--- config.mk ---
export PLATFORM = sky130hd
export DESIGN_NAME = ss2_cobs_rx
export DESIGN_NICKNAME = d
export VERILOG_FILES = /design/src/rtl/ss2_cobs_rx.sv
export SDC_FILE = /design/constraint.sdc
export NUM_CORES = 1
export LEC_CHECK = 0
export CAP_MARGIN = 0
export CELL_PAD_IN_SITES_DETAIL_PLACEMENT = 0
export CELL_PAD_IN_SITES_GLOBAL_PLACEMENT = 2
export CORE_ASPECT_RATIO = 0.75
export CORE_UTILIZATION = 32
export DETAILED_ROUTE_END_ITERATION = 8
export PLACE_DENSITY_LB_ADDON = 0.12
export RECOVER_POWER = 50
export SLEW_MARGIN = 20
export SYNTH_ARGS = -nofsm -noshare
export SYNTH_HDL_FRONTEND = slang
export SYNTH_SLANG_ARGS = --single-unit
--- constraint.sdc ---
create_clock -name clk -period 2.9 [get_ports clk]
set_clock_uncertainty 0.05 [all_clocks]
set_input_delay 0.58 -clock clk [delete_from_list [all_inputs] [get_ports clk]]
set_output_delay 0.58 -clock clk [all_outputs]
set_load 0.02 [all_outputs]
--- src/rtl/ss2_cobs_rx.sv ---
// COBS frame receiver: decodes UART bytes, parses cmd/scmd/dlen/payload/crc
// fields and reports one status code per frame on frame_done.
//
// Handshake: rx_valid, pl_valid, crc_data_en, crc_init and frame_done are
// single-cycle strobes with no back-pressure; each data bus is meaningful
// only in the cycle its strobe is high, and nothing waits on a ready.
module ss2_cobs_rx #(
  parameter int MAX_DLEN = 249
) (
  input  logic       clk,
  input  logic       reset_n,
  input  logic [7:0] rx_data,
  input  logic       rx_valid,
  input  logic [7:0] crc_value,
  output logic [7:0] cmd,
  output logic [7:0] scmd,
  output logic [7:0] dlen,
  output logic [7:0] pl_data,
  output logic       pl_valid,
  output logic       crc_init,
  output logic [7:0] crc_data,
  output logic       crc_data_en,
  output logic       frame_done,
  output logic [2:0] frame_status,
  output logic       busy,
  output logic [2:0] dbg_state
);

  typedef enum logic [2:0] {
    S_IDLE, S_CMD, S_SCMD, S_LEN, S_DATA, S_CRC, S_END, S_DISCARD
  } state_t;

  localparam logic [7:0] MAX_D = 8'(MAX_DLEN);

  state_t     state;
  logic [7:0] cnt;
  logic [7:0] data_left;
  logic [7:0] crc_byte;
  logic [2:0] err;
  logic [7:0] dec_byte;

  // A code byte arriving when the current block is exhausted stands for a zero.
  assign dec_byte  = (cnt == 8'd1) ? 8'h00 : rx_data;
  assign dbg_state = state;

  always_ff @(posedge clk or negedge reset_n) begin
    if (!reset_n) begin
      state        <= S_IDLE;
      cnt          <= 8'd0;
      data_left    <= 8'd0;
      crc_byte     <= 8'd0;
      err          <= 3'd0;
      cmd          <= 8'd0;
      scmd         <= 8'd0;
      dlen         <= 8'd0;
      pl_data      <= 8'd0;
      pl_valid     <= 1'b0;
      crc_init     <= 1'b0;
      crc_data     <= 8'd0;
      crc_data_en  <= 1'b0;
      frame_done   <= 1'b0;
      frame_status <= 3'd0;
      busy         <= 1'b0;
    end else begin
      pl_valid    <= 1'b0;
      crc_init    <= 1'b0;
      crc_data_en <= 1'b0;
      frame_done  <= 1'b0;
      if (rx_valid) begin
        if (rx_data == 8'h00) begin
          // Empty frames (delimiter while idle) are silently dropped.
          if (state != S_IDLE) begin
            frame_done <= 1'b1;
            busy       <= 1'b0;
            state      <= S_IDLE;
            cnt        <= 8'd0;
            err        <= 3'd0;
            if (err != 3'd0)              frame_status <= err;
            else if (cnt != 8'd1)         frame_status <= 3'd2;
            else if (state != S_END)      frame_status <= 3'd3;
            else if (crc_byte != crc_value) frame_status <= 3'd1;
            else                          frame_status <= 3'd0;
          end
        end else if (state == S_IDLE) begin
          cnt      <= rx_data;
          crc_init <= 1'b1;
          busy     <= 1'b1;
          state    <= S_CMD;
        end else begin
          cnt <= (cnt == 8'd1) ? rx_data : cnt - 8'd1;
          case (state)
            S_CMD: begin
              cmd         <= dec_byte;
              crc_data    <= dec_byte;
              crc_data_en <= 1'b1;
              state       <= S_SCMD;
            end
            S_SCMD: begin
              scmd        <= dec_byte;
              crc_data    <= dec_byte;
              crc_data_en <= 1'b1;
              state       <= S_LEN;
            end
            S_LEN: begin
              dlen        <= dec_byte;
              crc_data    <= dec_byte;
              crc_data_en <= 1'b1;
              data_left   <= dec_byte;
              if (dec_byte > MAX_D) begin
                err   <= 3'd4;
                state <= S_DISCARD;
              end else if (dec_byte == 8'd0) begin
                state <= S_CRC;
              end else begin
                state <= S_DATA;
              end
            end
            S_DATA: begin
              pl_data     <= dec_byte;
              pl_valid    <= 1'b1;
              crc_data    <= dec_byte;
              crc_data_en <= 1'b1;
              data_left   <= data_left - 8'd1;
              if (data_left == 8'd1) state <= S_CRC;
            end
            S_CRC: begin
              crc_byte <= dec_byte;
              state    <= S_END;
            end
            S_END: begin
              err   <= 3'd3;
              state <= S_DISCARD;
            end
            default: ;
          endcase
        end
      end
    end
  end

endmodule

==> results.sh, run 1 <==
export IMPL_htreeDepth=3
export IMPL_fillCellCount=1097
export IMPL_yosys_warnings=0
export IMPL_grt_overflow=0
export IMPL_async_flop_share_pct=100
export IMPL_io_pins=70
export IMPL_path_cells="clkdlybuf4s50_1 -> or4_4 -> nor4_4 -> inv_2 -> buf_4 -> ha_1 -> nor2_1 -> o21ai_0 -> a32o_1"
export IMPL_place_hpwl_um=7600
export IMPL_crit_family="simple AND/OR/NAND/NOR gates"
export IMPL_violations="capacitance limit, slew limit"
export IMPL_timing_final_crit_share_pct=94.9
export IMPL_fin_nets=500
export IMPL_ys_seq_area_share_pct=52.1
export IMPL_hp_class="reg2reg"
export IMPL_syn_area_um2=3700
export IMPL_period_needed_ns=2.75
export IMPL_wl_per_cell_um=16.9
export IMPL_io_buffer_count=69
export IMPL_finalHoldViolations=0
export IMPL_startpoint_type="input pin"
export IMPL_rsz0062_at_grt="false"
export IMPL_clock_sinks=77
export IMPL_yosysTopAreaCellShare_pct=52.1
export IMPL_synth_simple_area_share_pct=18.2
export IMPL_maxCapViolCount=1
export IMPL_worstSetupEndpointType="register"
export IMPL_antenna_left=0
export IMPL_place_ws_ns=-0.222
export IMPL_vdd_drop_max_v=0.000351
export IMPL_dpl_cell_area_um2=4790
export IMPL_clockBufferDepth=2
export IMPL_power_leakage_nw=2.24
export IMPL_report_final_slew_viol_count=78
export IMPL_die_y_um=95.1
export IMPL_wl_um=10400
export IMPL_cts_buffers_inserted=9
export IMPL_vias=3127
export IMPL_core_um2=11100
export IMPL_drt_iter0_markers=188
export IMPL_grt_first_pass_wirelength_um=17000
export IMPL_drive_above_1_share_pct=15.5
export IMPL_path_clk_slew_ns=0.06
export IMPL_cts_tree="built"
export IMPL_powerDensity_nw_per_um2=1100
export IMPL_start_util_pct=33.3
export IMPL_drt_pass1_iter_count=4
export IMPL_netlist_instances=379
export IMPL_finalSetupViolations=0
export IMPL_synth_mux_area_share_pct=5.44
export IMPL_ys_types=47
export IMPL_synthAdderAreaFrac_pct=2.71
export IMPL_critPathKind="in2reg"
export IMPL_dieArea_um2=12000
export IMPL_cts_root_buf="clkbuf_16"
export IMPL_gp_congestion=0.802
export IMPL_synth_area_leader_cell="dfrtp_1"
export IMPL_layout_setup_ws_ns=0.149
export IMPL_crit_arrival_ns=2.92
export IMPL_remaining_drc_errors=0
export IMPL_synth_compound_area_share_pct=16.3
export IMPL_insertion_delay_ns=0.33
export IMPL_grt_max_degree=78
export IMPL_synth_top_family_by_area="simple AND/OR/NAND/NOR gates"
export IMPL_tightest_slew_ns=1.97
export IMPL_grt_pass1_vias=3051
export IMPL_fp_row_count=33
export IMPL_max_freq_mhz=363
export IMPL_ys_ff_latch=77
export IMPL_worstPathMaxFanout=4
export IMPL_required_ns=3.07
export IMPL_critPathBufInv=3
export IMPL_area_growth_pct=37.6
export IMPL_synth_ff_type="dfrtp_1"
export IMPL_antenna_found_initial=0
export IMPL_die_w_um=126
export IMPL_diodes=0
export IMPL_relSlewSlack_pct=-31.2
export IMPL_status="finished with violations"
export IMPL_synth_edf_count=0
export IMPL_final_area_um2=5090
export IMPL_cpMaxStageDelayCell="or4_4"
export IMPL_syn_num_nets=406
export IMPL_avgSynthCellArea_um2=9.76
export IMPL_synthTopCellsByArea="dfrtp_1 (52%), o21ai_0 (6.8%), nand2_1 (6.1%)"
export IMPL_hold_ws_ns=0.422
export IMPL_synth_xor_area_share_pct=2.13
export IMPL_track_usage_pct=18.8
export IMPL_via_per_inst=5.07
export IMPL_critPathMaxStageDelay_ns=0.57
through the flow:
step	std cells	util [%]	total power, mW	setup TNS (ns)
2_1_floorplan	379	-	3.38	0
3_3_place_gp	602	43.1	4.55	-3.41
3_5_place_dp	602	43.1	4.57	-4.35
4_1_cts	617	45.8	5.72	0
5_1_grt	617	45.8	6.02	0
6_report	617	45.8	5.61	0
Yosys cell counts (all sizes together), types with 2 or more instances:
cell type,n
inv,13
or3,5
mux2,17
nand4,3
nor2,15
a21oi,21
a22o,4
o21ai,51
o22ai,7
nor3b,2
nand2b,4
xor2,8
a31oi,4
clkbuf,14
ha,8
a32o,3
buf,3
nor4,7
nand2,60
nand3,14
dfrtp,77
a22oi,2
nor3,9
and2,11
timing repair:
item,CTS,global route
buffers inserted,0,0
resized for setup,0,1
endpoints found under the setup margin,0,1
hold buffers,0,0
layout by cell type, fill, tap and decap left out, types with 3 or more instances in the layout:
cell	instances
mux2_2	17
a31oi_1	4
a32o_1	3
dlygate4sd3_1	25
ha_1	7
buf_12	4
inv_1	12
nor3_1	8
xor2_1	8
clkbuf_16	9
a21oi_1	21
clkdlybuf4s50_1	43
nand2b_1	3
nor2_1	15
nand2_1	60
buf_4	27
o22ai_1	7
nand4_1	3
or3_1	5
nor4_1	6
and2_1	11
o21ai_0	50
dfrtp_1	77
nand3_1	13
a22o_1	4
registers in the layout, summed over array words and instances (netlist names):
name and flops:
busy 1, cmd 8, cnt 8, crc_byte 8, crc_data 8, crc_data_en 1, crc_init 1, data_left 8
dbg_state 3, dlen 8, err 2, frame_done 1, frame_status 3, pl_data 8, pl_valid 1, scmd 8
worst min-delay path: stages (launching register included):
cell     delay (ns)
dfrtp_1        0.33
nand2_1        0.05
o21ai_0        0.06
path summary, 6_finish.rpt:
path,startpoint,end,slack (ns),depth (start not counted)
min,pl_data[7]$_DFFE_PN0P_,pl_data[7]$_DFFE_PN0P_,0.42,2
max in group asynchronous,reset_n,crc_data[2]$_DFFE_PN0P_,0.89,1
max reg2reg,cnt[1]$_DFFE_PN0P_,cmd[1]$_DFFE_PN0P_,0.47,7
min in group asynchronous,reset_n,pl_data[3]$_DFFE_PN0P_,0.75,1
max,rx_data[0],err[1]$_DFFE_PN0P_,0.15,9
min reg2reg,pl_data[7]$_DFFE_PN0P_,pl_data[7]$_DFFE_PN0P_,0.42,2
final cells by class:
| cell class | count | area [µm²] | area share, % |
|---|---|---|---|
| multi-input cells | 272 | 1670 | 32.8 |
| flip-flops and latches | 77 | 1930 | 37.9 |
| inverters | 13 | 48.8 | 0.959 |
| clock buffers | 11 | 253 | 4.97 |
| repair buffers | 100 | 968 | 19.0 |
| well taps | 140 | 175 | 3.44 |
| clock inverters | 4 | 47.5 | 0.934 |
cells by family (layout without fill, tap and decap cells):
| family | after synthesis | in the layout |
|---|---|---|
| xor+xnor | 9 | 9 |
| mux | 18 | 18 |
| compound gates | 101 | 101 |
| fa+ha+maj | 8 | 8 |
| flops | 77 | 77 |
| simple gates | 136 | 136 |
| buf+inv | 30 | 128 |
where the power goes:
part	switching (mW)	total (mW)	leakage (nW)	internal, mW
Combinational	1.39	2.56	1.15	1.16
Clock	0.434	1.14	0.147	0.706
Sequential	0.352	1.91	0.951	1.56
layer usage:
metal	track usage [%]	vias to the layer above	routed length (µm)
met4	5.92	0	72
met2	27.6	67	4620
met1	27.3	1517	5320
met5	0	-	0
li1	-	1539	-
met3	4.32	4	421
No activity file was read; power rests on OpenSTA's default activity.
==> inputs of run 2 (changes only) <==
--- a/config.mk
+++ b/config.mk
@@ -9,7 +9,7 @@
 export CELL_PAD_IN_SITES_DETAIL_PLACEMENT = 0
 export CELL_PAD_IN_SITES_GLOBAL_PLACEMENT = 2
 export CORE_ASPECT_RATIO = 0.75
-export CORE_UTILIZATION = 32
+export CORE_UTILIZATION = 30
 export DETAILED_ROUTE_END_ITERATION = 8
 export PLACE_DENSITY_LB_ADDON = 0.12
 export RECOVER_POWER = 50
==> run 2 against run 1 <==
Compared with the run above:
- the flow now finishes without violations
- register-to-register slack better by 0.14 ns
- core utilization shrank 1.9 points
- maximum frequency up 0.21%
- sequential cell count stayed put
- via count shrank 0.90%
- die area grew 6.5%
- hold slack improved by 0.0067 ns
- power rose by 3.1%
- final cell count rose by 4.4%
- worst setup slack gained 0.0057 ns
- largest cell class unchanged
==> results.sh, run 2 (synthesis gave the netlist of run 1 again) <==
export IMPL_status="completed"
export IMPL_postCtsSetupRepairBufs=0
export IMPL_insertion_delay_ns=0.33
export IMPL_track_usage_pct=18.1
export IMPL_crit_arrival_ns=2.94
export IMPL_worstPathMaxFanout=9
export IMPL_finalHoldViolations=0
export IMPL_finalPower_mw=5.78
export IMPL_path_common_cell="buf_4"
export IMPL_io_buffer_count=69
export IMPL_path_clk_slew_ns=0.06
export IMPL_grt_max_degree=51
export IMPL_timing_final_crit_share_pct=94.7
export IMPL_die_w_um=130
export IMPL_wl_um=10900
export IMPL_power_leakage_nw=2.27
export IMPL_finalSetupViolations=0
export IMPL_final_common_cell="dfrtp_1"
export IMPL_htreeDepth=3
export IMPL_critPathKind="in2reg"
export IMPL_rsz0062_at_grt="false"
export IMPL_place_ws_ns=-0.198
export IMPL_r2r_cells=8
export IMPL_io_pins=70
export IMPL_crit_family="simple AND/OR/NAND/NOR gates"
export IMPL_diodes=0
export IMPL_fin_nets=504
export IMPL_maxCapViolCount=0
export IMPL_gp_congestion=0.816
export IMPL_path_cells="clkdlybuf4s50_1 -> or4_4 -> nor4_4 -> buf_4 -> ha_1 -> nand2b_1 -> buf_4 -> a21oi_1 -> o22ai_1"
export IMPL_grt_overflow=0
export IMPL_dieArea_um2=12800
export IMPL_grt_first_pass_wirelength_um=17200
export IMPL_hold_ws_ns=0.428
export IMPL_cts_root_buf="clkbuf_16"
export IMPL_critPathMaxStageDelay_ns=0.58
export IMPL_wl_per_cell_um=16.9
export IMPL_fp_row_count=34
export IMPL_via_per_inst=4.81
export IMPL_worstSetupEndpointType="register"
export IMPL_critPathBufInv=3
export IMPL_cts_buffers_inserted=9
export IMPL_grt_pass1_vias=3106
export IMPL_vias=3099
export IMPL_start_util_pct=31.4
export IMPL_period_needed_ns=2.75
export IMPL_startpoint_type="input pin"
export IMPL_powerDensity_nw_per_um2=1120
export IMPL_fin_cells=644
export IMPL_clockBufferDepth=2
export IMPL_cp_depth=9
export IMPL_clock_sinks=77
export IMPL_layout_common_cells="dfrtp_1 (77), nand2_1 (60), o21ai_0 (50), clkdlybuf4s50_1 (43), buf_4 (29)"
export IMPL_vdd_drop_max_v=0.000352
export IMPL_drt_iter0_markers=151
export IMPL_report_final_slew_viol_count=0
export IMPL_required_ns=3.10
export IMPL_core_um2=11800
export IMPL_die_y_um=98.2
export IMPL_antenna_found_initial=0
export IMPL_hold_buffers=0
export IMPL_drive_above_1_share_pct=15.8
export IMPL_layout_setup_ws_ns=0.154
export IMPL_max_freq_mhz=364
export IMPL_cpMaxStageDelayCell="or4_4"
export IMPL_tightest_slew_ns=1.31
export IMPL_remaining_drc_errors=0
export IMPL_dpl_cell_count=628
export IMPL_cts_tree="built"
export IMPL_antenna_left=0
export IMPL_relSlewSlack_pct=12.8
export IMPL_place_hpwl_um=7990
export IMPL_hold_depth=2
export IMPL_area_growth_pct=40.0
export IMPL_ctsResizeCount=0
export IMPL_drt_pass1_iter_count=4
export IMPL_hp_class="reg2reg"
## run 2: cell count changes in the layout (fill, tap and decap cells not counted), moves of 2 or more
cell	before	now
buf_4	27	29
bufinv_16	1	3
clkbuf_1	0	3
clkbuf_8	2	0
## run 2: through the flow
| stage | setup TNS (ns) | util [%] | cell area, µm² |
|---|---|---|---|
| after detailed placement | -3.82 | 41.1 | 4850 |
| final | 0 | 44.0 | 5180 |
| after global routing | 0 | 44.0 | 5180 |
| after CTS | 0 | 44.0 | 5190 |
| after floorplan | 0 | - | 3710 |
| after global placement | -2.84 | 41.1 | 4850 |
## run 2: final timing paths
check	from	to	slack, ns
min in group asynchronous	reset_n	crc_byte[3]$_DFFE_PN0P_	0.47
worst min-delay path	pl_data[3]$_DFFE_PN0P_	pl_data[3]$_DFFE_PN0P_	0.43
worst min register to register	pl_data[3]$_DFFE_PN0P_	pl_data[3]$_DFFE_PN0P_	0.43
max in group asynchronous	reset_n	scmd[2]$_DFFE_PN0P_	0.95
worst max register to register	cnt[1]$_DFFE_PN0P_	data_left[4]$_DFFE_PN0P_	0.61
worst max-delay path	rx_data[0]	cnt[6]$_DFFE_PN0P_	0.15
## run 2: where the power goes
| group | switching, mW | internal (mW) | total [mW] |
|---|---|---|---|
| Combinational | 1.40 | 1.17 | 2.58 |
| Sequential | 0.354 | 1.56 | 1.91 |
| Clock | 0.452 | 0.841 | 1.29 |
## run 2: tightest hold or removal path, delay by kind of cell, from the launching register on
family / cells / cell delay, ns
flops: 1 / 0.34
compound gates: 1 / 0.06
simple gates: 1 / 0.04
## run 2: area by class of cell
class,count,area (µm²)
Clock buffer,10,229
Clock inverter,6,111
Fill cell,1149,6600
Inverter,13,48.8
Multi-Input combinational cell,272,1670
Sequential cell,77,1930
Tap cell,162,203
Timing Repair Buffer,104,991
## run 2: layer usage
| metal | global-route usage [%] | share of wire [%] | vias up |
|---|---|---|---|
| met5 | 0 | 0 | - |
| li1 | - | - | 1536 |
| met4 | 4.92 | 0.81 | 0 |
| met3 | 3.84 | 3.6 | 6 |
| met1 | 27.3 | 52 | 1492 |
| met2 | 25.9 | 44 | 65 |
==> inputs of run 3 (changes only) <==
--- a/config.mk
+++ b/config.mk
@@ -9,10 +9,12 @@
 export CELL_PAD_IN_SITES_DETAIL_PLACEMENT = 0
 export CELL_PAD_IN_SITES_GLOBAL_PLACEMENT = 2
 export CORE_ASPECT_RATIO = 0.75
+export CORE_MARGIN = 2
 export CORE_UTILIZATION = 30
 export DETAILED_ROUTE_END_ITERATION = 8
 export PLACE_DENSITY_LB_ADDON = 0.12
 export RECOVER_POWER = 50
+export SETUP_SLACK_MARGIN = 0.15
 export SLEW_MARGIN = 20
 export SYNTH_ARGS = -nofsm -noshare
 export SYNTH_HDL_FRONTEND = slang
==> run 3 against run 2 <==
Compared with the run above:
- die area rose by 3.6%
- sequential power rose by 3%
- worst setup slack improved by 0.19 ns
- clock-buffer cell count rose by 1
- wire length rose by 2.0%
- final cell count rose by 0.47%
- first-iteration DRC count rose by 26%
- hold slack got worse by 0.14 ns
- register-to-register slack got worse by 0.09 ns
- global-route usage fell by 0.78 points
- sequential cell count did not move
- critical endpoint is now data_left[4]$_DFFE_PN0P_
- largest cell class unchanged
==> results.sh, run 3 (synthesis gave the netlist of run 1 again) <==
export IMPL_timing_final_crit_share_pct=88.0
export IMPL_vias=3157
export IMPL_worstSetupEndpointType="register"
export IMPL_drive_above_1_share_pct=16.5
export IMPL_clock_sinks=77
export IMPL_gp_congestion=0.903
export IMPL_met3_usage_pct=3.38
export IMPL_core_um2=12200
export IMPL_grt_overflow=0
export IMPL_via_per_inst=4.88
export IMPL_cts_buffers_inserted=9
export IMPL_period_needed_ns=2.55
export IMPL_fillCellCount=1230
export IMPL_dpl_cell_area_um2=4860
export IMPL_final_area_um2=5230
export IMPL_fp_row_count=35
export IMPL_cts_tree="built"
export IMPL_wl_um=11100
export IMPL_critPathMaxStageDelay_ns=0.59
export IMPL_htreeDepth=3
export IMPL_hp_class="in2async"
export IMPL_start_util_pct=30.4
export IMPL_wl_per_cell_um=17.1
export IMPL_status="completed"
export IMPL_p_int_mw=3.62
export IMPL_final_common_cell="dfrtp_1"
export IMPL_vdd_drop_max_v=0.000333
export IMPL_finalPower_mw=5.86
export IMPL_place_hpwl_um=8170
export IMPL_io_pins=70
export IMPL_track_usage_pct=17.4
export IMPL_maxCapViolCount=0
export IMPL_p_switching_mw=2.24
export IMPL_finalSetupViolations=0
export IMPL_insertion_delay_ns=0.34
export IMPL_grt_busiest_layer="met1"
export IMPL_cts_root_buf="clkbuf_16"
export IMPL_grt_pass1_vias=3021
export IMPL_tightest_slew_ns=0.887
export IMPL_p_comb_share_pct=43.4
export IMPL_required_ns=3.07
export IMPL_power_leakage_nw=2.29
export IMPL_finalHoldViolations=0
export IMPL_grt_max_degree=63
export IMPL_antenna_found_initial=0
export IMPL_dieArea_um2=13200
export IMPL_crit_arrival_ns=2.72
export IMPL_layout_common_cells="dfrtp_1 (77), nand2_1 (59), o21ai_0 (50), clkdlybuf4s50_1 (43), buf_4 (27)"
export IMPL_antenna_left=0
export IMPL_seqPwrFrac_pct=33.6
export IMPL_io_buffer_count=69
export IMPL_startpoint_type="input pin"
export IMPL_report_final_slew_viol_count=0
export IMPL_fin_nets=502
export IMPL_rsz0062_at_grt="false"
export IMPL_area_growth_pct=41.3
export IMPL_multi_input_area_um2=1680
export IMPL_grt_use_met2_pct=24.8
export IMPL_max_freq_mhz=392
export IMPL_remaining_drc_errors=0
export IMPL_switching_share_pct=38.2
export IMPL_cpMaxStageDelayCell="or4_4"
export IMPL_drt_iter0_markers=191
export IMPL_dpl_cell_count=630
export IMPL_worstPathMaxFanout=5
export IMPL_critPathKind="in2reg"
export IMPL_clockBufferDepth=2
export IMPL_fin_cells=647
export IMPL_met1_usage_pct=26.3
export IMPL_relSlewSlack_pct=40.8
export IMPL_path_cells="clkdlybuf4s50_1 -> or4_4 -> buf_4 -> o41ai_4 -> buf_4 -> a21o_1 -> a21oi_1 -> o22a_1"
export IMPL_die_w_um=132
export IMPL_path_clk_slew_ns=0.06
export IMPL_drt_pass1_iter_count=5
export IMPL_path_common_cell="buf_4"
export IMPL_seqCellArea_um2=1930
export IMPL_powerDensity_nw_per_um2=1120
export IMPL_p_clk_share_pct=23.0
export IMPL_die_y_um=100
export IMPL_grt_first_pass_wirelength_um=17500
-- run 3: changes by cell type in the layout (fill, tap and decap cells not counted) --
cell      change
buf_12        +2
buf_4         -2
clkbuf_1      -2
clkbuf_8      +2
and2_1        -1
and2_2        +1
clkbuf_2      -1
clkinv_2      -1
diode_2       +1
nand2_1       -1
nand2_2       +1
nand2b_1      -1
nand2b_2      +1
-- run 3: per-layer routing --
metal  share of wire, %  wire length (µm)
met5                  0                 0
met4                1.1               125
met3                3.7               412
met2                 44              4830
met1                 52              5720
-- run 3: layout make-up --
class	instances	area share (%)
Clock inverter	5	2.03
Clock buffer	11	4.83
Sequential cell	77	36.9
Timing Repair Buffer	102	19.3
Antenna cell	1	0.0479
Multi-Input combinational cell	272	32.1
Tap cell	166	3.97
Inverter	13	0.933
-- run 3: critical path: cells and delay by family --
family	cells	cell delay, ns
buf+inv	3	0.79
compound gates	4	0.77
simple gates	1	0.59
-- run 3: timing repair --
item	CTS	global route
buffers inserted	0	0
gates resized for setup	0	3
endpoints found under the setup margin	0	16
hold buffers	0	0
-- run 3: worst paths after layout --
check,startpoint,endpoint,slack [ns],depth (start not counted)
worst max-delay path,rx_data[7],data_left[4]$_DFFE_PN0P_,0.35,8
worst min-delay path,reset_n,crc_data[4]$_DFFE_PN0P_,0.29,1
worst max register to register,cnt[1]$_DFFE_PN0P_,cnt[3]$_DFFE_PN0P_,0.52,7
worst min register to register,pl_data[7]$_DFFE_PN0P_,pl_data[7]$_DFFE_PN0P_,0.42,2
max in group asynchronous,reset_n,frame_done$_DFF_PN0_,1.66,2
min in group clk,pl_data[7]$_DFFE_PN0P_,pl_data[7]$_DFFE_PN0P_,0.42,2
-- run 3: metrics by stage --
step	setup slack, ns	util (%)	setup TNS [ns]	hold slack (ns)
after global placement	-0.137	40.0	-1.65	0.409
after global routing	0.248	42.9	0	0.387
after floorplan	0.0823	-	0	0.234
after detailed placement	-0.194	40.0	-2.67	0.407
final	0.349	42.9	0	0.292
after CTS	0.163	42.9	0	0.0462
-- run 3: power groups by stage --
stage          Clock (mW)  Combinational (mW)  Sequential, mW
4_1_cts              1.38                2.61            1.98
3_3_place_gp            0                2.59            1.99
5_1_grt              1.42                2.79            2.04
2_1_floorplan           0                1.15            2.24
6_report             1.35                2.55            1.97
3_5_place_dp            0                2.60            1.99
